File: src/rtl/rsa_pkg.sv
// Shared definitions for the RSA modular-exponentiation engine and its serial multiplier.
package rsa_pkg;

  localparam int DEFAULT_BITS = 32;

  function automatic int cw_for(input int bits);
    return $clog2(bits) + 1;
  endfunction

  // Counter width for the default operand size; pass cw_for(BITS) when overriding BITS.
  localparam int CW = cw_for(DEFAULT_BITS);

  typedef enum logic [1:0] {
    IDLE,
    REDUCE,
    EXP,
    FIN
  } state_t;

endpackage

File: src/rtl/rsa_modmul.sv
// Serial interleaved (shift-add) modular multiplier: P = A*B mod N, one bit of A per cycle, MSB first.
module rsa_modmul
  import rsa_pkg::*;
#(
  parameter int BITS  = DEFAULT_BITS,
  parameter int CNT_W = CW
) (
  input  logic            CLK,
  input  logic            RESET,
  input  logic            START,
  input  logic [BITS-1:0] A,
  input  logic [BITS-1:0] B,
  input  logic [BITS-1:0] N,
  output logic [BITS-1:0] P,
  output logic            DONE
);

  logic [BITS-1:0]  a_q, b_q, n_q, p_q;
  logic [CNT_W-1:0] cnt_q;
  logic             run_q;
  logic [BITS-1:0]  src_a, src_b, src_n, src_p, p_step;

  // One BITS+1 wide step keeps 2P and P+B (both < 2N) free of overflow.
  function automatic logic [BITS-1:0] mod_step(input logic [BITS-1:0] p, input logic abit,
                                                input logic [BITS-1:0] b, input logic [BITS-1:0] n);
    logic [BITS:0] t, nn;
    // NOTE: blocking assignments here are sequential temporaries inside combinational math.
    nn = {1'b0, n};
    t  = {p, 1'b0};
    if (t >= nn) t = t - nn;
    if (abit) begin
      t = t + {1'b0, b};
      if (t >= nn) t = t - nn;
    end
    return t[BITS-1:0];
  endfunction

  // The first step runs in the START cycle itself, so a product takes exactly BITS cycles.
  always_comb begin
    src_a  = START ? A  : a_q;
    src_b  = START ? B  : b_q;
    src_n  = START ? N  : n_q;
    src_p  = START ? '0 : p_q;
    p_step = mod_step(src_p, src_a[BITS-1], src_b, src_n);
  end

  always_ff @(posedge CLK) begin
    if (RESET) begin
      a_q   <= '0;
      b_q   <= '0;
      n_q   <= '0;
      p_q   <= '0;
      cnt_q <= '0;
      run_q <= 1'b0;
      P     <= '0;
      DONE  <= 1'b0;
    end else begin
      DONE <= 1'b0;
      if (START) begin
        a_q   <= A << 1;
        b_q   <= B;
        n_q   <= N;
        p_q   <= p_step;
        cnt_q <= CNT_W'(BITS - 1);
        run_q <= 1'b1;
      end else if (run_q) begin
        a_q   <= a_q << 1;
        p_q   <= p_step;
        cnt_q <= cnt_q - CNT_W'(1);
        if (cnt_q == CNT_W'(1)) begin
          run_q <= 1'b0;
          DONE  <= 1'b1;
          P     <= p_step;
        end
      end
    end
  end

endmodule

File: src/rtl/rsa_modexp_engine.sv
// RSA responder: RESULT = M^E mod N by right-to-left square-and-multiply on two serial multipliers.
module rsa_modexp_engine
  import rsa_pkg::*;
#(
  parameter int BITS  = DEFAULT_BITS,
  parameter int CNT_W = CW
) (
  input  logic            CLK,
  input  logic            RESET,
  input  logic            LOAD,
  input  logic            GO,
  input  logic [BITS-1:0] M,
  input  logic [BITS-1:0] E,
  input  logic [BITS-1:0] N,
  output logic [BITS-1:0] RESULT,
  output logic            DONE,
  output logic            BUSY,
  output logic            ERR
);

  state_t           state_q, state_d;
  logic [BITS-1:0]  m_q, e_q, n_q;
  logic [BITS-1:0]  r_q, b_q, exp_q;
  logic [CNT_W-1:0] iter_q;
  logic             loaded_q;

  logic             start_run, n_zero, step_done;
  logic             mul0_start, mul1_start;
  logic [BITS-1:0]  r_next, b_next, mul0_a, mul0_b;
  logic [BITS-1:0]  p0, p1;
  logic             done0, done1;

  // LOAD has priority, and a finished result blocks restarts until the next LOAD.
  assign start_run = GO && !LOAD && loaded_q && !DONE;
  assign n_zero    = (n_q == '0);
  assign step_done = done0 && done1;

  // NOTE: every always_comb output gets a default first so no path infers a latch.
  always_comb begin
    state_d    = state_q;
    mul0_start = 1'b0;
    mul1_start = 1'b0;
    r_next     = r_q;
    b_next     = b_q;
    unique case (state_q)
      IDLE: begin
        if (state_q == IDLE && start_run) begin
          if (n_zero) begin
            state_d = FIN;
          end else begin
            state_d    = REDUCE;
            mul0_start = 1'b1;
          end
        end
      end
      REDUCE: begin
        if (done0) begin
          b_next     = p0;
          state_d    = EXP;
          mul0_start = 1'b1;
          mul1_start = 1'b1;
        end
      end
      EXP: begin
        if (step_done) begin
          if (exp_q[0]) r_next = p0;
          b_next = p1;
          if (iter_q == CNT_W'(BITS - 1)) begin
            state_d = FIN;
          end else begin
            mul0_start = 1'b1;
            mul1_start = 1'b1;
          end
        end
      end
      FIN:     state_d = IDLE;
      default: state_d = IDLE;
    endcase
    // Operands come from the next-state values so each iteration starts back to back.
    mul0_a = (state_q == IDLE) ? m_q : r_next;
    mul0_b = (state_q == IDLE) ? BITS'(1) : b_next;
  end

  always_ff @(posedge CLK) begin
    if (RESET) state_q <= IDLE;
    else       state_q <= state_d;
  end

  always_ff @(posedge CLK) begin
    if (RESET) begin
      m_q      <= '0;
      e_q      <= '0;
      n_q      <= '0;
      r_q      <= '0;
      b_q      <= '0;
      exp_q    <= '0;
      iter_q   <= '0;
      loaded_q <= 1'b0;
      RESULT   <= '0;
      DONE     <= 1'b0;
      BUSY     <= 1'b0;
      ERR      <= 1'b0;
    end else begin
      unique case (state_q)
        IDLE: begin
          if (LOAD) begin
            m_q      <= M;
            e_q      <= E;
            n_q      <= N;
            loaded_q <= 1'b1;
            DONE     <= 1'b0;
            ERR      <= 1'b0;
          end else if (start_run) begin
            r_q    <= (n_q > BITS'(1)) ? BITS'(1) : '0;
            exp_q  <= e_q;
            iter_q <= '0;
            BUSY   <= !n_zero;
          end
        end
        REDUCE: b_q <= b_next;
        EXP: begin
          r_q <= r_next;
          b_q <= b_next;
          if (step_done) begin
            exp_q  <= exp_q >> 1;
            iter_q <= iter_q + CNT_W'(1);
          end
        end
        FIN: begin
          RESULT <= r_q;
          DONE   <= 1'b1;
          BUSY   <= 1'b0;
          ERR    <= n_zero;
        end
        default: ;
      endcase
    end
  end

  rsa_modmul #(.BITS(BITS), .CNT_W(CNT_W)) u_mul0 (
    .CLK  (CLK),
    .RESET(RESET),
    .START(mul0_start),
    .A    (mul0_a),
    .B    (mul0_b),
    .N    (n_q),
    .P    (p0),
    .DONE (done0)
  );

  rsa_modmul #(.BITS(BITS), .CNT_W(CNT_W)) u_mul1 (
    .CLK  (CLK),
    .RESET(RESET),
    .START(mul1_start),
    .A    (b_next),
    .B    (b_next),
    .N    (n_q),
    .P    (p1),
    .DONE (done1)
  );

endmodule

File: config.mk
export PLATFORM = sky130hd
export DESIGN_NAME = rsa_modexp_engine
export DESIGN_NICKNAME = d
export VERILOG_FILES = /design/src/rtl/rsa_pkg.sv /design/src/rtl/rsa_modmul.sv /design/src/rtl/rsa_modexp_engine.sv
export SDC_FILE = /design/constraint.sdc
export NUM_CORES = 2
export LEC_CHECK = 0
export CORE_ASPECT_RATIO = 0.7
export CORE_UTILIZATION = 65
export CTS_CLUSTER_DIAMETER = 100
export DETAILED_ROUTE_END_ITERATION = 16
export PLACE_DENSITY = 0.84
export SETUP_SLACK_MARGIN = 0.5
export SLEW_MARGIN = 20
export SYNTH_ARGS = -nofsm -noshare
export SYNTH_HDL_FRONTEND = slang
export SYNTH_HIERARCHICAL = 1
export SYNTH_SLANG_ARGS = --single-unit
File: constraint.sdc
create_clock -name CLK -period 20.9 [get_ports CLK]
set_clock_uncertainty 0.15 [all_clocks]
set_input_delay 4.18 -clock CLK [delete_from_list [all_inputs] [get_ports CLK]]
set_output_delay 4.18 -clock CLK [all_outputs]
set_load 0.01 [all_outputs]
After elaboration in Yosys (flattened, before gate mapping)

Index checks and enable logic that the tools add are counted.

Bitwise logic cells: 4
Add/sub/neg operators: 9
$lt $le $gt $ge: 5
Equal/unequal tests: 13
Multiplexer cells: 73
Reductions and logical operators: 27

Operators with widths:

| cell                | number |
|---|---|
| $mux 32             | 32 |
| $pmux 32 s2         | 3 |
| $ge 33x32->1        | 4 |
| $add 33x32->33      | 2 |
| $mux 33             | 2 |
| $sub 33x32->33      | 2 |
| $sub 32x32->32      | 2 |
| $gt 32x1->1 const B | 1 |
| $logic_not 32->1    | 1 |
| $mux 5              | 4 |
| $mux 6              | 3 |
| $mux 1              | 17 |
| $eq 6x1->1 const B  | 2 |
| $ne 2x2->1 const B  | 6 |
| $pmux 6 s2          | 1 |
| $reduce_and 3->1    | 4 |
| $sub 6x1->6 const B | 2 |
| $mux 2              | 5 |
| $pmux 1 s2          | 4 |
| $pmux 2 s4          | 1 |
| $reduce_and 4->1    | 2 |
| $reduce_bool 2->1   | 4 |
| $add 6x1->6 const B | 1 |
| $eq 6x5->1 const B  | 1 |
| 11 further kinds    | 25 |

Register bits: 570
Word-level logic and storage cells: 162
Output and inout bits: 35
Bits of input ports: 100

Depth between registers and ports, before layout

Depth after elaboration: 16
Depth in mapped cells: 50
Gate-level depth less buffers: 40

By module

Netlist, hierarchy kept.

Modules (own cells, without submodules):

| module               | area an instance (um2) | cells each | seq. area each (um2) | instances |
|---|---|---|---|---|
| rsa_modmul at u_mul0 | 12,734.7               | 1,585      | 3,343.2              | 1 |
| rsa_modmul at u_mul1 | 12,617.1               | 1,568      | 3,343.2              | 1 |
| rsa_modexp_engine    | 9,953.3                | 1,198      | 4,724.5              | 1 |

Worst setup path before layout

OpenSTA, ideal clock, no wires.

Kind: input -> register
From: input GO
To: register u_mul0.p_q[12]
Required time: 20.620 ns
Buffers on the path: 11
Path slack: 7.258 ns
Setup time: 0.130 ns
Arrival: 13.362 ns
Stages: 45
Cells stage by stage: nor4bb_1 -> nand2_1 -> o32ai_1 -> buf_2 -> clkbuf_1 -> buf_1 -> buf_1 -> clkbuf_1 -> mux2i_1 -> ha_1 -> clkbuf_2 -> and3_1 -> nand4_1 -> or3_1 -> o21ba_2 -> o21ai_2 -> nand2b_1 -> buf_4 -> [... 9 more ...] -> and3_1 -> o21ai_0 -> xor2_1 -> ha_1 -> clkbuf_1 -> a21oi_1 -> nor2b_1 -> o21ai_0 -> nand2b_1 -> a311o_1 -> or2_1 -> o31ai_2 -> o21a_1 -> buf_4 -> buf_2 -> a21oi_1 -> o31ai_1 -> o21ai_0

Word-level cells in the longest chain between the ends: 15
Elaborated cells between the ends (all ways): 21
Classes of those cells: 3 x add/sub; 2 x order compare; 11 x mux; 5 x reduce/logical

Ends and longest elaborated chain:

| what                                           | line                               | source |
|---|---|---|
| start: declaration                             | rsa_modexp_engine.sv:11            | `input logic GO,` |
| $logic_and 1x1->1 * (3 in a row)               | rsa_modexp_engine.sv:34            | `assign start_run = GO && !LOAD && loaded_q && !DONE;` |
| $logic_and 1x1->1 *                            | rsa_modexp_engine.sv:47            | `if (state_q == IDLE && start_run) begin` |
| $mux 1 *                                       | rsa_modexp_engine.sv:47            |  |
| $pmux 1 s3 *                                   | rsa_modexp_engine.sv:45            | `unique case (state_q)` |
| via mul0_start                                 | rsa_modexp_engine.sv:28            | `logic mul0_start, mul1_start;` |
| $mux 32 (on tied branches)                     | rsa_modmul.sv:42, rsa_modmul.sv:43 |  |
| $sub 33x32->33 or $ge 33x32->1 (tied branches) | rsa_modmul.sv:30                   | `if (t >= nn) t = t - nn;` |
| $mux 33                                        | rsa_modmul.sv:30                   |  |
| $add 33x32->33                                 | rsa_modmul.sv:32                   | `t = t + {1'b0, b};` |
| $sub 32x32->32 or $ge 33x32->1 (tied branches) | rsa_modmul.sv:33                   | `if (t >= nn) t = t - nn;` |
| $mux 32                                        | rsa_modmul.sv:33                   |  |
| $mux 32                                        | rsa_modmul.sv:31                   | `if (abit) begin` |
| $mux 32                                        | rsa_modmul.sv:66                   | `end else if (run_q) begin` |
| $mux 32                                        | rsa_modmul.sv:59                   | `if (START) begin` |
| end signal: assignment                         | rsa_modmul.sv:63                   | `p_q <= p_step;` |
| end signal: assignment                         | rsa_modmul.sv:68                   | `p_q <= p_step;` |
| end: declaration                               | rsa_modmul.sv:18                   | `logic [BITS-1:0] a_q, b_q, n_q, p_q;` |

Mark *: on every way through the listed nets, which the timed path passes. The rest lies on a longest branch. The select of a mux whose other input is x is not followed.
A chain may end at the register's enable or synchronous reset.

Worst setup path after layout

From: input LOAD
To: register u_mul0.P[18]

Word-level cells in the longest chain between the ends: 14
Elaborated cells between the ends (all ways): 21
Classes of those cells: 3 x add/sub; 2 x order compare; 9 x mux; 1 x bitwise; 6 x reduce/logical

Ends and longest elaborated chain:

| what                                           | line                               | source |
|---|---|---|
| start: declaration                             | rsa_modexp_engine.sv:10            | `input logic LOAD,` |
| $logic_not 1->1 *                              | rsa_modexp_engine.sv:34            |  |
| $logic_and 1x1->1 * (3 in a row)               | rsa_modexp_engine.sv:34            |  |
| $logic_and 1x1->1 *                            | rsa_modexp_engine.sv:47            |  |
| $mux 1 *                                       | rsa_modexp_engine.sv:47            |  |
| $pmux 1 s3 *                                   | rsa_modexp_engine.sv:45            |  |
| via mul0_start                                 | rsa_modexp_engine.sv:28            |  |
| $mux 32 (on tied branches)                     | rsa_modmul.sv:42, rsa_modmul.sv:43 |  |
| $sub 33x32->33 or $ge 33x32->1 (tied branches) | rsa_modmul.sv:30                   |  |
| $mux 33                                        | rsa_modmul.sv:30                   |  |
| $add 33x32->33                                 | rsa_modmul.sv:32                   |  |
| $sub 32x32->32 or $ge 33x32->1 (tied branches) | rsa_modmul.sv:33                   |  |
| $mux 32                                        | rsa_modmul.sv:33                   |  |
| $mux 32                                        | rsa_modmul.sv:31                   |  |
| end signal: assignment                         | rsa_modmul.sv:73                   | `P <= p_step;` |
| end: declaration                               | rsa_modmul.sv:14                   | `output logic [BITS-1:0] P,` |

Mark *: on every way through the listed nets, which the timed path passes. The rest lies on a longest branch.

==> impl_metrics.json <==
{
  "drv_cap": 0,
  "synth_nets": 4658,
  "insertion_delay_ps": 630,
  "yosysTopAreaCell": "dfxtp_1",
  "use_met1_pct": 61.7,
  "hpwl_um": 85600,
  "rows": 71,
  "finalWorstSetupSlack_ps": 4580,
  "crit_path_top_delay_cell": "mux2i_2",
  "cp-start-kind": "input port",
  "core_area_um2": 53700,
  "use_met3_pct": 9.51,
  "postCtsSetupBuffers": 0,
  "synth-edff-count": 0,
  "critPathKind": "in -> reg",
  "die_area_um2": 55300,
  "drv_slew": 0,
  "grt_max_degree": 196,
  "synth_top_area_share_pct": 32.3,
  "cts_tree": "yes",
  "crit_path_max_incr_delay_ps": 900,
  "synthTopCellsByArea": "dfxtp_1 (32%), ha_1 (7.1%), a21oi_1 (7.1%), mux2i_1 (6.4%), nand2_1 (5.3%)",
  "regToRegSetupSlack_ps": 7120,
  "end_kind": "flop",
  "drt_iter0_drc": 4582,
  "min_period_over_period_pct": 78.1,
  "crit_fanout": 59,
  "cpMostUsedCell": "a21oi_1",
  "multi_input_area_um2": 22500,
  "die_x_um": 281,
  "rsz0062_at_grt": "no",
  "die_height_um": 197,
  "nNetsFinal": 4615,
  "grt_pass1_vias": 29500,
  "setup_violations": 0,
  "syn2layout_area_growth_pct": 9.64,
  "slew_headroom_pct": 13.9,
  "async_flop_share_pct": 0,
  "seq_area_um2": 11400,
  "hold_viol": 0,
  "use_met2_pct": 55.9,
  "outcome": "finished, final reports clean",
  "ys_top_cells_by_count": "dfxtp_1 (570), a21oi_1 (501), nand2_1 (494), nor2_1 (434), mux2i_1 (224)",
  "synth_cells": 4351,
  "max_freq_ghz": 0.0613,
  "synth_cell_types": 101,
  "whs_ps": 302,
  "seq_area_frac_synth_pct": 32.3,
  "cts_made_buffers": 54,
  "post-place-ws_ps": 4620,
  "synth_ff_type": "dfxtp_1",
  "wl_um": 117000,
  "drive_gt1_share_pct": 7.50,
  "min_path_type": "reg -> reg",
  "numPortBuffers": 134,
  "diodes": 0,
  "yosys.cell_count.top_type": "dfxtp_1",
  "tns_ps": 0,
  "clock_sinks": 570,
  "worstPathArrival_ps": 16630,
  "vias": 33400,
  "ios": 135,
  "yosys_warnings": 6,
  "clk_pin_slew_worst_paths_ps": 70,
  "syn_area_um2": 35300,
  "ctsHoldBuffers": 0,
  "instances_no_fill": 5077,
  "place_congestion": 1.05,
  "post_cts_resized": 0,
  "dr.pass1.iters": 6,
  "placed_cells": 4982,
  "cts_buffer_depth": 3,
  "syn_avg_cell_area_um2": 8.11,
  "fillers": 4273,
  "drc": 0,
  "cts_root_buf": "clkbuf_16",
  "avgViaCountPerCell": 6.58,
  "htreeDepth": 2,
  "worst_ep_required_time_ps": 21210,
  "grt_pass1_wl_um": 176000,
  "min_period_ps": 16320,
  "grt_usage_pct": 40.9,
  "ant_nets": 0,
  "busiest_layer": "met1",
  "start_util_pct": 65.8,
  "worst_pin_slew_ps": 1280,
  "overflow": 0,
  "avgRoutedWirePerCell_um": 23.0,
  "ys_ff_latch": 570,
  "antenna_found_initial": 2
}
## critical path: cells and delay by family
kind / cells / cell delay (ps)
buffers and inverters: 3 / 1830
and+or+nand+nor: 12 / 3220
adders and majority gates: 3 / 1190
AOI/OAI and AO/OA: 16 / 5030
muxes: 1 / 900
xor gates and xnor gates: 1 / 160
## cell usage in the layout, fill, tap and decap left out, drive strengths merged, types with 23 or more instances in the layout
cell,synthesis,layout
dfxtp,570,570
a21oi,503,503
nand2,494,494
nor2,436,436
mux2i,227,227
o21ai,225,225
ha,201,201
clkdlybuf4s50,0,133
nor2b,111,111
xnor2,105,105
mux2,88,88
a211oi,88,88
inv,83,86
a21o,76,76
nand3,71,71
a22o,70,70
clkbuf,187,68
xor2,66,66
and2,55,55
o31ai,51,51
nand2b,48,48
buf,91,46
nor3,45,45
nand4,41,41
nand3b,38,38
o211ai,32,32
and3,28,28
a31oi,28,28
o21a,25,25
a31o,23,23
## metrics by stage
stage / cell area, µm² / util, %
after floorplan: 35300 / -
after global placement: 36900 / 68.7
after detailed placement: 36900 / 68.7
after CTS: 38700 / 72.1
after global routing: 38700 / 72.1
final: 38700 / 72.1
## final timing paths
check             cells after the start                        start                     endpoint
setup / recovery                     36                         LOAD    u_mul0/P[18]$_SDFFE_PP0P_
hold / removal                        2  u_mul1/p_q[14]$_SDFFE_PP0P_  u_mul1/p_q[14]$_SDFFE_PP0P_
setup reg to reg                     37      state_q[0]$_SDFFE_PP0P_     u_mul1/P[1]$_SDFFE_PP0P_
hold reg to reg                       2  u_mul1/p_q[14]$_SDFFE_PP0P_  u_mul1/p_q[14]$_SDFFE_PP0P_
## cell type report
cell class,instances,share of cell area [%]
well taps,730,2.36
inverters,84,0.815
flip-flops and latches,570,29.5
repair buffers,179,4.42
multi-input cells,3419,58.2
clock buffers,68,3.89
clock inverters,27,0.824
## per-layer routing
metal / routed length, µm / share of wire (%)
met2: 45800 / 39
met5: 13 / 0.011
met3: 14700 / 13
met1: 51900 / 45
met4: 4090 / 3.5
## logic make-up (layout without fill, tap and decap cells)
| logic type | after synthesis | in the layout | share of synthesized area (%) |
|---|---|---|---|
| fa+ha+maj | 207 | 207 | 7.46 |
| compound gates | 1276 | 1276 | 23.2 |
| flops | 570 | 570 | 32.3 |
| mux | 315 | 315 | 9.29 |
| buf+inv | 362 | 358 | 4.24 |
| xor+xnor | 171 | 171 | 4.24 |
| simple gates | 1450 | 1450 | 19.2 |
Power is left out: the tool's default activity adds up to more than one toggle a clock period on the data nets, which glitch-free logic cannot reach.
